### src/rtl/scsi_port_cycle.sv
// -----------------------------------------------------------------------------
// scsi_port_cycle
//
// Purpose:
//   Generates one programmed-I/O bus cycle to a WD33C93A SCSI controller.
//   A request from the CPU-side address decode starts a fixed sequence:
//   chip select setup, read or write strobe, chip select hold, then a
//   one-cycle completion pulse. The phase lengths are set by parameters.
//   The cycle can be cut short by the CPU negating its address strobe.
//   Every output is registered, so the peripheral pins are glitch-free.
//
// Parameters:
//   T_SETUP  - cycles of _CSS low before the strobe (min 1, max 16)
//   T_STROBE - cycles of _IOR/_IOW low              (min 1, max 16)
//   T_HOLD   - cycles of _CSS low after the strobe  (min 1, max 16)
//
// Ports:
//   SCLK   in   clock; every state change happens on its rising edge
//   RST    in   synchronous active-high reset
//   REQ    in   start request, looked at only while idle
//   RW     in   direction of the requested cycle (1 = read, 0 = write)
//   ABORT  in   CPU address strobe negated early (level)
//   DIN    in   [7:0] byte to write
//   DOUT   out  [7:0] last byte read from the peripheral
//   ACK    out  one-cycle completion pulse toward the DSACK logic
//   BUSY   out  high whenever a cycle is in progress
//   PD_IN  in   [7:0] peripheral data bus, input side
//   PD_OUT out  [7:0] peripheral data bus, output side
//   PD_OE  out  output enable for PD_OUT (active high)
//   _CSS   out  chip select (active low)
//   _IOR   out  read strobe (active low)
//   _IOW   out  write strobe (active low)
// -----------------------------------------------------------------------------
module scsi_port_cycle #(
  parameter int T_SETUP  = 1,
  parameter int T_STROBE = 4,
  parameter int T_HOLD   = 1
) (
  input  logic       SCLK,
  input  logic       RST,
  input  logic       REQ,
  input  logic       RW,
  input  logic       ABORT,
  input  logic [7:0] DIN,
  output logic [7:0] DOUT,
  output logic       ACK,
  output logic       BUSY,
  input  logic [7:0] PD_IN,
  output logic [7:0] PD_OUT,
  output logic       PD_OE,
  output logic       _CSS,
  output logic       _IOR,
  output logic       _IOW
);

  // Phase lengths are clamped to what a 4-bit down-counter can time
  // without wrapping: the counter is loaded with length-1 and the phase
  // ends when it reaches zero.
  localparam int SETUP_LEN  = (T_SETUP  < 1) ? 1 : ((T_SETUP  > 16) ? 16 : T_SETUP);
  localparam int STROBE_LEN = (T_STROBE < 1) ? 1 : ((T_STROBE > 16) ? 16 : T_STROBE);
  localparam int HOLD_LEN   = (T_HOLD   < 1) ? 1 : ((T_HOLD   > 16) ? 16 : T_HOLD);

  localparam logic [3:0] SETUP_LOAD  = 4'(SETUP_LEN  - 1);
  localparam logic [3:0] STROBE_LOAD = 4'(STROBE_LEN - 1);
  localparam logic [3:0] HOLD_LOAD   = 4'(HOLD_LEN   - 1);

  typedef enum logic [2:0] {
    ST_IDLE   = 3'd0,
    ST_SETUP  = 3'd1,
    ST_STROBE = 3'd2,
    ST_HOLD   = 3'd3,
    ST_ACK    = 3'd4
  } state_t;

  state_t     state_reg,   state_next;
  logic [3:0] cnt_reg,     cnt_next;
  logic       dir_reg,     dir_next;      // 1 = read
  logic [7:0] wdata_reg,   wdata_next;
  logic       aborted_reg, aborted_next;  // strobe was cut short: suppress ACK
  logic [7:0] dout_reg,    dout_next;
  logic [7:0] pd_out_reg,  pd_out_next;
  logic       pd_oe_reg,   pd_oe_next;
  logic       css_reg,     css_next;
  logic       ior_reg,     ior_next;
  logic       iow_reg,     iow_next;
  logic       ack_reg,     ack_next;
  logic       busy_reg,    busy_next;

  logic       select_next; // chip is selected in the next cycle

  // ---------------------------------------------------------------------------
  // State and output registers
  // ---------------------------------------------------------------------------
  always_ff @(posedge SCLK) begin
    if (RST) begin
      state_reg   <= ST_IDLE;
      cnt_reg     <= 4'd0;
      dir_reg     <= 1'b0;
      wdata_reg   <= 8'h00;
      aborted_reg <= 1'b0;
      dout_reg    <= 8'h00;
      pd_out_reg  <= 8'h00;
      pd_oe_reg   <= 1'b0;
      css_reg     <= 1'b1;
      ior_reg     <= 1'b1;
      iow_reg     <= 1'b1;
      ack_reg     <= 1'b0;
      busy_reg    <= 1'b0;
    end else begin
      state_reg   <= state_next;
      cnt_reg     <= cnt_next;
      dir_reg     <= dir_next;
      wdata_reg   <= wdata_next;
      aborted_reg <= aborted_next;
      dout_reg    <= dout_next;
      pd_out_reg  <= pd_out_next;
      pd_oe_reg   <= pd_oe_next;
      css_reg     <= css_next;
      ior_reg     <= ior_next;
      iow_reg     <= iow_next;
      ack_reg     <= ack_next;
      busy_reg    <= busy_next;
    end
  end

  // ---------------------------------------------------------------------------
  // Next-state logic
  // ---------------------------------------------------------------------------
  always_comb begin
    state_next   = state_reg;
    cnt_next     = cnt_reg;
    dir_next     = dir_reg;
    wdata_next   = wdata_reg;
    aborted_next = aborted_reg;
    dout_next    = dout_reg;

    case (state_reg)
      ST_IDLE: begin
        aborted_next = 1'b0;
        cnt_next     = 4'd0;
        if (REQ) begin
          dir_next   = RW;
          wdata_next = DIN;
          state_next = ST_SETUP;
          cnt_next   = SETUP_LOAD;
        end
      end

      ST_SETUP: begin
        if (ABORT) begin
          // Nothing has been strobed yet, so simply drop the select.
          state_next = ST_IDLE;
          cnt_next   = 4'd0;
        end else if (cnt_reg == 4'd0) begin
          state_next = ST_STROBE;
          cnt_next   = STROBE_LOAD;
        end else begin
          cnt_next = cnt_reg - 4'd1;
        end
      end

      ST_STROBE: begin
        if (ABORT) begin
          // Negate the strobe now but still honour the hold time so the
          // peripheral sees a clean select deassertion; the read data is
          // not trusted and ACK is withheld.
          state_next   = ST_HOLD;
          cnt_next     = HOLD_LOAD;
          aborted_next = 1'b1;
        end else if (cnt_reg == 4'd0) begin
          state_next = ST_HOLD;
          cnt_next   = HOLD_LOAD;
          if (dir_reg) begin
            dout_next = PD_IN;
          end
        end else begin
          cnt_next = cnt_reg - 4'd1;
        end
      end

      ST_HOLD: begin
        if (cnt_reg == 4'd0) begin
          state_next = aborted_reg ? ST_IDLE : ST_ACK;
          cnt_next   = 4'd0;
        end else begin
          cnt_next = cnt_reg - 4'd1;
        end
      end

      ST_ACK: begin
        state_next = ST_IDLE;
        cnt_next   = 4'd0;
      end

      default: begin
        state_next = ST_IDLE;
        cnt_next   = 4'd0;
      end
    endcase
  end

  // ---------------------------------------------------------------------------
  // Output decode from the next state, so the pins change on the same edge
  // as the state they belong to.
  // ---------------------------------------------------------------------------
  always_comb begin
    select_next = (state_next == ST_SETUP) ||
                  (state_next == ST_STROBE) ||
                  (state_next == ST_HOLD);

    css_next   = ~select_next;
    ior_next   = ~((state_next == ST_STROBE) &&  dir_next);
    iow_next   = ~((state_next == ST_STROBE) && !dir_next);
    pd_oe_next = select_next && !dir_next;
    ack_next   = (state_next == ST_ACK);
    busy_next  = (state_next != ST_IDLE);

    // The data bus keeps its last driven value while released.
    pd_out_next = pd_oe_next ? wdata_next : pd_out_reg;
  end

  assign DOUT   = dout_reg;
  assign ACK    = ack_reg;
  assign BUSY   = busy_reg;
  assign PD_OUT = pd_out_reg;
  assign PD_OE  = pd_oe_reg;
  assign _CSS   = css_reg;
  assign _IOR   = ior_reg;
  assign _IOW   = iow_reg;

endmodule
### config.mk
export PLATFORM = sky130hd
export DESIGN_NAME = scsi_port_cycle
export DESIGN_NICKNAME = d
export VERILOG_FILES = /design/src/rtl/scsi_port_cycle.sv
export SDC_FILE = /design/constraint.sdc
export NUM_CORES = 1
export LEC_CHECK = 0
export ABC_AREA = 0
export CORE_MARGIN = 8
export CORE_UTILIZATION = 36
export DETAILED_ROUTE_END_ITERATION = 12
export PLACE_DENSITY = 0.62
export SLEW_MARGIN = 5
export SYNTH_ARGS = -nofsm -noshare
export SYNTH_HDL_FRONTEND = slang
export SYNTH_SLANG_ARGS = --single-unit
### constraint.sdc
create_clock -name SCLK -period 2.75 [get_ports SCLK]
set_clock_uncertainty 0.2 [all_clocks]
set_input_delay 0.6875 -clock SCLK [delete_from_list [all_inputs] [get_ports SCLK]]
set_output_delay 0.6875 -clock SCLK [all_outputs]
set_load 0.05 [all_outputs]
## Word-level counts from Yosys, hierarchy flattened

Cells that the tools add are included.

- Memories: 0
- Register bits after elaboration: 39
- Logic and storage cells: 57
- Output and inout bits: 22
- Memory bits (read-only): 0
- Latch bits: 0
- Bits in writable memories: 0
- Bits of input ports: 21

- Divide/modulo/power cells: 0
- $mul: 0
- Order comparisons: 0
- Muxes and demuxes: 19
- Shifts and indexed selects: 0
- Bitwise logic cells: 4
- Reduce and logical (&&, ||, !) cells: 12
- Equality and inequality tests: 8
- $add $sub $neg: 1

Operators with widths:

| cell | number |
|---|---|
| $mux 3 | 7 |
| $mux 4 | 4 |
| $mux 8 | 2 |
| $eq 3x2->1 const B | 4 |
| $pmux 3 s4 | 1 |
| $pmux 4 s3 | 1 |
| $eq 3x1->1 const B | 2 |
| $logic_not 4->1 | 1 |
| $not 1->1 | 4 |
| $reduce_and 4->1 | 1 |
| $sub 4x1->4 const B | 1 |
| $eq 3x3->1 const B | 1 |
| $logic_and 1x1->1 | 3 |
| $logic_not 3->1 | 1 |
| $mux 1 | 3 |
| $reduce_bool 3->1 | 1 |
| $logic_or 1x1->1 | 2 |
| $ne 2x2->1 const B | 1 |
| $pmux 1 s2 | 1 |
| $reduce_and 2->1 | 1 |
| $reduce_bool 2->1 | 1 |
| $logic_not 1->1 | 1 |

## Logic depth before layout (Yosys ltp)

- Depth in word-level cells: 8
- Gate-level depth with buffers: 8
- Gate-level depth less buffers: 6

## Worst setup path after synthesis

Ideal clock, no wire load.

- Kind: input-to-reg
- From: input REQ
- To: register pd_out_reg[0] (netlist: PD_OUT[0])
- Data required time: 2,489 ps
- Path slack: 678 ps
- Stages on the path: 4
- Buffers on the path: 0
- Setup time: 61 ps
- Data arrival time: 1,811 ps
- Cell sequence: nor4b_4 > mux2_4 > a21oi_2 > o221a_1

- Longest elaborated chain between the ends: 6
- Elaborated cells on any way between the ends: 13
- Classes of those cells: eq/ne: 3; mux: 6; reduce/logical: 4

RTL lines:

| item | RTL line | source |
|---|---|---|
| start, declared | 41 | `input logic REQ,` |
| $mux 3 | 141 | `if (REQ) begin` |
| $pmux 3 s4 | 137 | `case (state_reg)` |
| $eq 3x1->1 / $eq 3x2->1 (equally long branches) | 207, 208 |  |
| $logic_or 1x1->1 | 207 | `select_next = (state_next == ST_SETUP) \|\|` |
| $logic_or 1x1->1 | 208 | `(state_next == ST_STROBE) \|\|` |
| $logic_and 1x1->1 | 214 | `pd_oe_next = select_next && !dir_next;` |
| end signal, assigned | 116 | `pd_out_reg <= pd_out_next;` |
| end, declared | 81 | `logic [7:0] pd_out_reg, pd_out_next;` |

Several ways; a longest one is shown, not always the timed one.
A chain may end at the register's enable or synchronous reset.

## Worst setup path after layout

- From: register dout_reg[3] (netlist: DOUT[3])
- To: output DOUT[3]

RTL lines:

| item | RTL line | source |
|---|---|---|
| start, declared | 80 | `logic [7:0] dout_reg, dout_next;` |
| start signal, assigned | 115 | `dout_reg <= dout_next;` |
| end, declared | 45 | `output logic [7:0] DOUT,` |

No word-level cell between the ends.

==> summary.md <==
| Metric | Value |
|---|---|
| Outcome | finished clean |
| Synth Register Bits | 39 |
| Core Rows | 24 |
| Mux cell area share after synthesis | 0.0640 |
| Number of max-cap violations | 0 |
| Buffers on Ports | 42 |
| Routed Antenna Nets | 0 |
| Synth unique cells | 33 |
| Synth Net Count | 205 |
| Critical path required time | 1.86 ns |
| Switch Pwr | 0.000415 W |
| Least-Margin Pin Slew | 0.518 ns |
| Max clock buf depth | 2 |
| Final Setup Violations | 0 |
| Die ar. | 6980 um^2 |
| Io pins | 43 |
| Max-slew headroom | 0.653 |
| Top delay family on crit path | buffers and inverters |
| Starting Density | 0.375 |
| Post-CTS Hold Fix Bufs | 0 |
| Vias in the first global route | 1,339 |
| Pwr dens | 610 nW/um^2 |
| Fin area | 2180 um^2 |
| Cells after Synth | 182 |
| Setup TNS | 0 ns |
| GRT Total Usage | 0.107 |
| Wire length per cell | 13.6 um |
| Routability cong. | 0.754 |
| CP bufs+invs | 1 |
| Root Driver | clkbuf_8 |
| Internal power | 0.000918 W |
| Die Height | 83.6 um |
| Layout cells sized above 1 | 0.0711 |
| Drt pass-1 iters | 4 |
| End of the worst hold path | wdata_reg[7]$_SDFF_PP0_ |
| Flop pwr share | 0.476 |
| Synth Area in Compound Gates | 0.147 |
| Area of the core | 4380 um^2 |
| First-pass GRT wire length | 6.26 mm |
| Nets | 247 |
| Combinational Power Share | 0.252 |
| Final hold vios | 0 |
| Post-Synth Adder-Cell Area | 0.0152 |
| # Post-CTS Setup Buffers | 0 |
| GRT overflow | 0 |
| Largest family of logic cells by synthesized area | simple AND/OR/NAND/NOR gates |
| WP data arrival | 1.43 ns |
| Resize count post-CTS | 0 |
| Initial antenna violation count | 0 |
| CTS tree | done |
| Ys Warns | 0 |
| CP Max Fanout | 2 |
| Switch share | 0.311 |
| Clk_lat worst skew | 0.28 ns |
| Max Clk Rate | 0.431 GHz |
| Critical Path Sink Type | primary output |
| Crit path kind | reg -> out |
| Reg-to-Reg Start | cnt_reg[0]$_SDFF_PP0_ |
| H-tree depth | 2 |
| Critical path cell sequence | clkdlybuf4s50_1 |
| Post-Place Worst Slack | 0.188 ns |
| XOR/XNOR Fraction of Synth Area | 0.00533 |
| Final Hold Slack | 0.257 ns |
| Largest net degree at the start of global routing | 26 |
| Hold WC Path Type | reg -> reg |
| R2R cell count | 6 |
| Worst path max stage delay | 0.81 ns |
| Hold Startpoint | wdata_reg[7]$_SDFF_PP0_ |
| Syn avg cell area | 9.03 um^2 |
| Leak | 0.863 nW |
| Unrepaired setup endpoints after global routing | no |
| Fill count | 429 |
| Crit Reg-Reg Endpoint | DOUT[5]$_SDFFE_PP0P_ |
| Final Cycle Share | 0.845 |
| Synth Cell Area | 1640 um^2 |
| Worst-path clk slew | 0.07 ns |
| Post-Synth Simple-Gate Area | 0.251 |
| Die Span X | 83.6 um |
| Final Max Slew Viols | 0 |
| # diodes | 0 |
| Fin crit period | 2.32 ns |
| Peak VDD IR | 0.000295 V |
| PnR worst setup slack | 0.428 ns |
| Reg2Reg Setup Slack | 0.62 ns |
| Syn-to-layout area delta | 33.0% |
| Post-DP Area | 2100 um^2 |
| Clock Sinks | 39 |
| Startpoint Class | flip-flop |
| Number of vias per cell | 4.94 |
| Hpwl dp | 2.71 mm |
| Total vias in the final route | 1,367 |
| Clk pwr share | 0.272 |
| Hold Crit Depth | 2 |
| Num CTS Buffers | 5 |
| DRT iter0 DRCs | 100 |
| Seq/Total Area, Yosys | 0.475 |
| Drc violations | 0 |
| Critical path's slowest cell | clkdlybuf4s50_1 |
| Routed WL | 3.75 mm |
## area by class of cell
| cell class | count | area (um^2) | area share |
|---|---|---|---|
| Inverter | 4 | 15.0 | 0.00687 |
| Tap cell | 52 | 65.1 | 0.0298 |
| Sequential cell | 39 | 781 | 0.357 |
| Clock inverter | 1 | 5.00 | 0.00229 |
| Clock buffer | 7 | 76.3 | 0.0349 |
| Multi-Input combinational cell | 128 | 792 | 0.363 |
| Timing Repair Buffer | 46 | 450 | 0.206 |
## per-layer routing
layer	global-route usage	routed length (um)	vias up
met4	0.0377	34	0
met5	0	0	-
met3	0.0488	293	4
met1	0.133	1830	603
li1	-	-	723
met2	0.159	1590	37
## synthesized netlist by cell type
| cell type | n | area, um^2 |
|---|---|---|
| o21a_1 | 1 | 7.51 |
| and2_1 | 2 | 12.5 |
| buf_2 | 5 | 25.0 |
| a21oi_1 | 19 | 95.1 |
| ha_1 | 2 | 25.0 |
| nand4_2 | 1 | 12.5 |
| or2_1 | 3 | 18.8 |
| mux2_4 | 1 | 15.0 |
| buf_6 | 1 | 11.3 |
| a311oi_1 | 1 | 8.76 |
| nand2b_1 | 2 | 12.5 |
| or3_1 | 1 | 6.26 |
| nand4bb_1 | 1 | 11.3 |
| a2111oi_2 | 1 | 15.0 |
| nor2_1 | 25 | 93.8 |
| o22ai_1 | 1 | 6.26 |
| nor4b_4 | 1 | 23.8 |
| a21oi_2 | 1 | 8.76 |
| o21ai_1 | 1 | 5.00 |
| nor2b_1 | 4 | 25.0 |
| o221a_1 | 8 | 90.1 |
| nor4_1 | 4 | 25.0 |
| mux2i_1 | 9 | 90.1 |
| dfxtp_1 | 39 | 781 |
| clkbuf_1 | 5 | 18.8 |
| nand3_1 | 1 | 5.00 |
| nand2_1 | 20 | 75.1 |
| nor3b_1 | 1 | 7.51 |
| nor3_1 | 14 | 70.1 |
| inv_1 | 4 | 15.0 |
| xnor2_1 | 1 | 8.76 |
| o21ai_0 | 1 | 5.00 |
| nor3b_2 | 1 | 12.5 |
## worst max path at each step
stage,start,endpoint,slack [ns],cells after the start
2_1_floorplan,REQ,PD_OUT[0]$_SDFFE_PP0P_,0.68,4
3_3_place_gp,REQ,PD_OUT[3]$_SDFFE_PP0P_,0.22,5
3_5_place_dp,REQ,PD_OUT[3]$_SDFFE_PP0P_,0.19,5
4_1_cts,DOUT[3]$_SDFFE_PP0P_,DOUT[3],0.41,1
5_1_grt,REQ,PD_OUT[1]$_SDFFE_PP0P_,0.36,5
6_report,DOUT[3]$_SDFFE_PP0P_,DOUT[3],0.43,1
## layout by cell type (no fill, tap or decap), types with 5 or more instances in the layout
cell	Yosys	layout
clkdlybuf4s50_1	0	42
dfxtp_1	39	39
nor2_1	25	25
nand2_1	20	20
a21oi_1	19	19
nor3_1	14	14
mux2i_1	9	9
o221a_1	8	8
clkbuf_8	0	5
## power by group through the flow
stage / Sequential, W / Clock, W / Combinational (W)
6_report: 0.000635 / 0.000363 / 0.000336
4_1_cts: 0.000635 / 0.000381 / 0.000338
3_5_place_dp: 0.000647 / 0 / 0.000337
2_1_floorplan: 0.000724 / 0 / 0.000151
5_1_grt: 0.000641 / 0.000398 / 0.000363
3_3_place_gp: 0.000647 / 0 / 0.000336
## through the flow
| step | power, W | std cells | util |
|---|---|---|---|
| floorplan | 0.000875 | 182 | - |
| global placement | 0.000984 | 269 | 0.480 |
| detailed placement | 0.000985 | 269 | 0.480 |
| CTS | 0.00135 | 277 | 0.498 |
| global route | 0.00140 | 277 | 0.498 |
| finish | 0.00133 | 277 | 0.498 |
## worst register-to-register path, delay by kind of cell (launching register included)
kind          cells  cell delay [ns]
simple gates      3             0.97
mux               1             0.27
buf+inv           1             0.08
fa+ha+maj         1             0.18
flops             1             0.32
## kinds of logic after synthesis
family	Yosys count
AND/OR/NAND/NOR	81
flip-flops	39
AO/OA/AOI/OAI	34
buffers and inverters	15
multiplexers	10
adder cells (fa/ha/maj)	2
XOR/XNOR	1
Note: power is estimated with default switching activity, not from simulation.
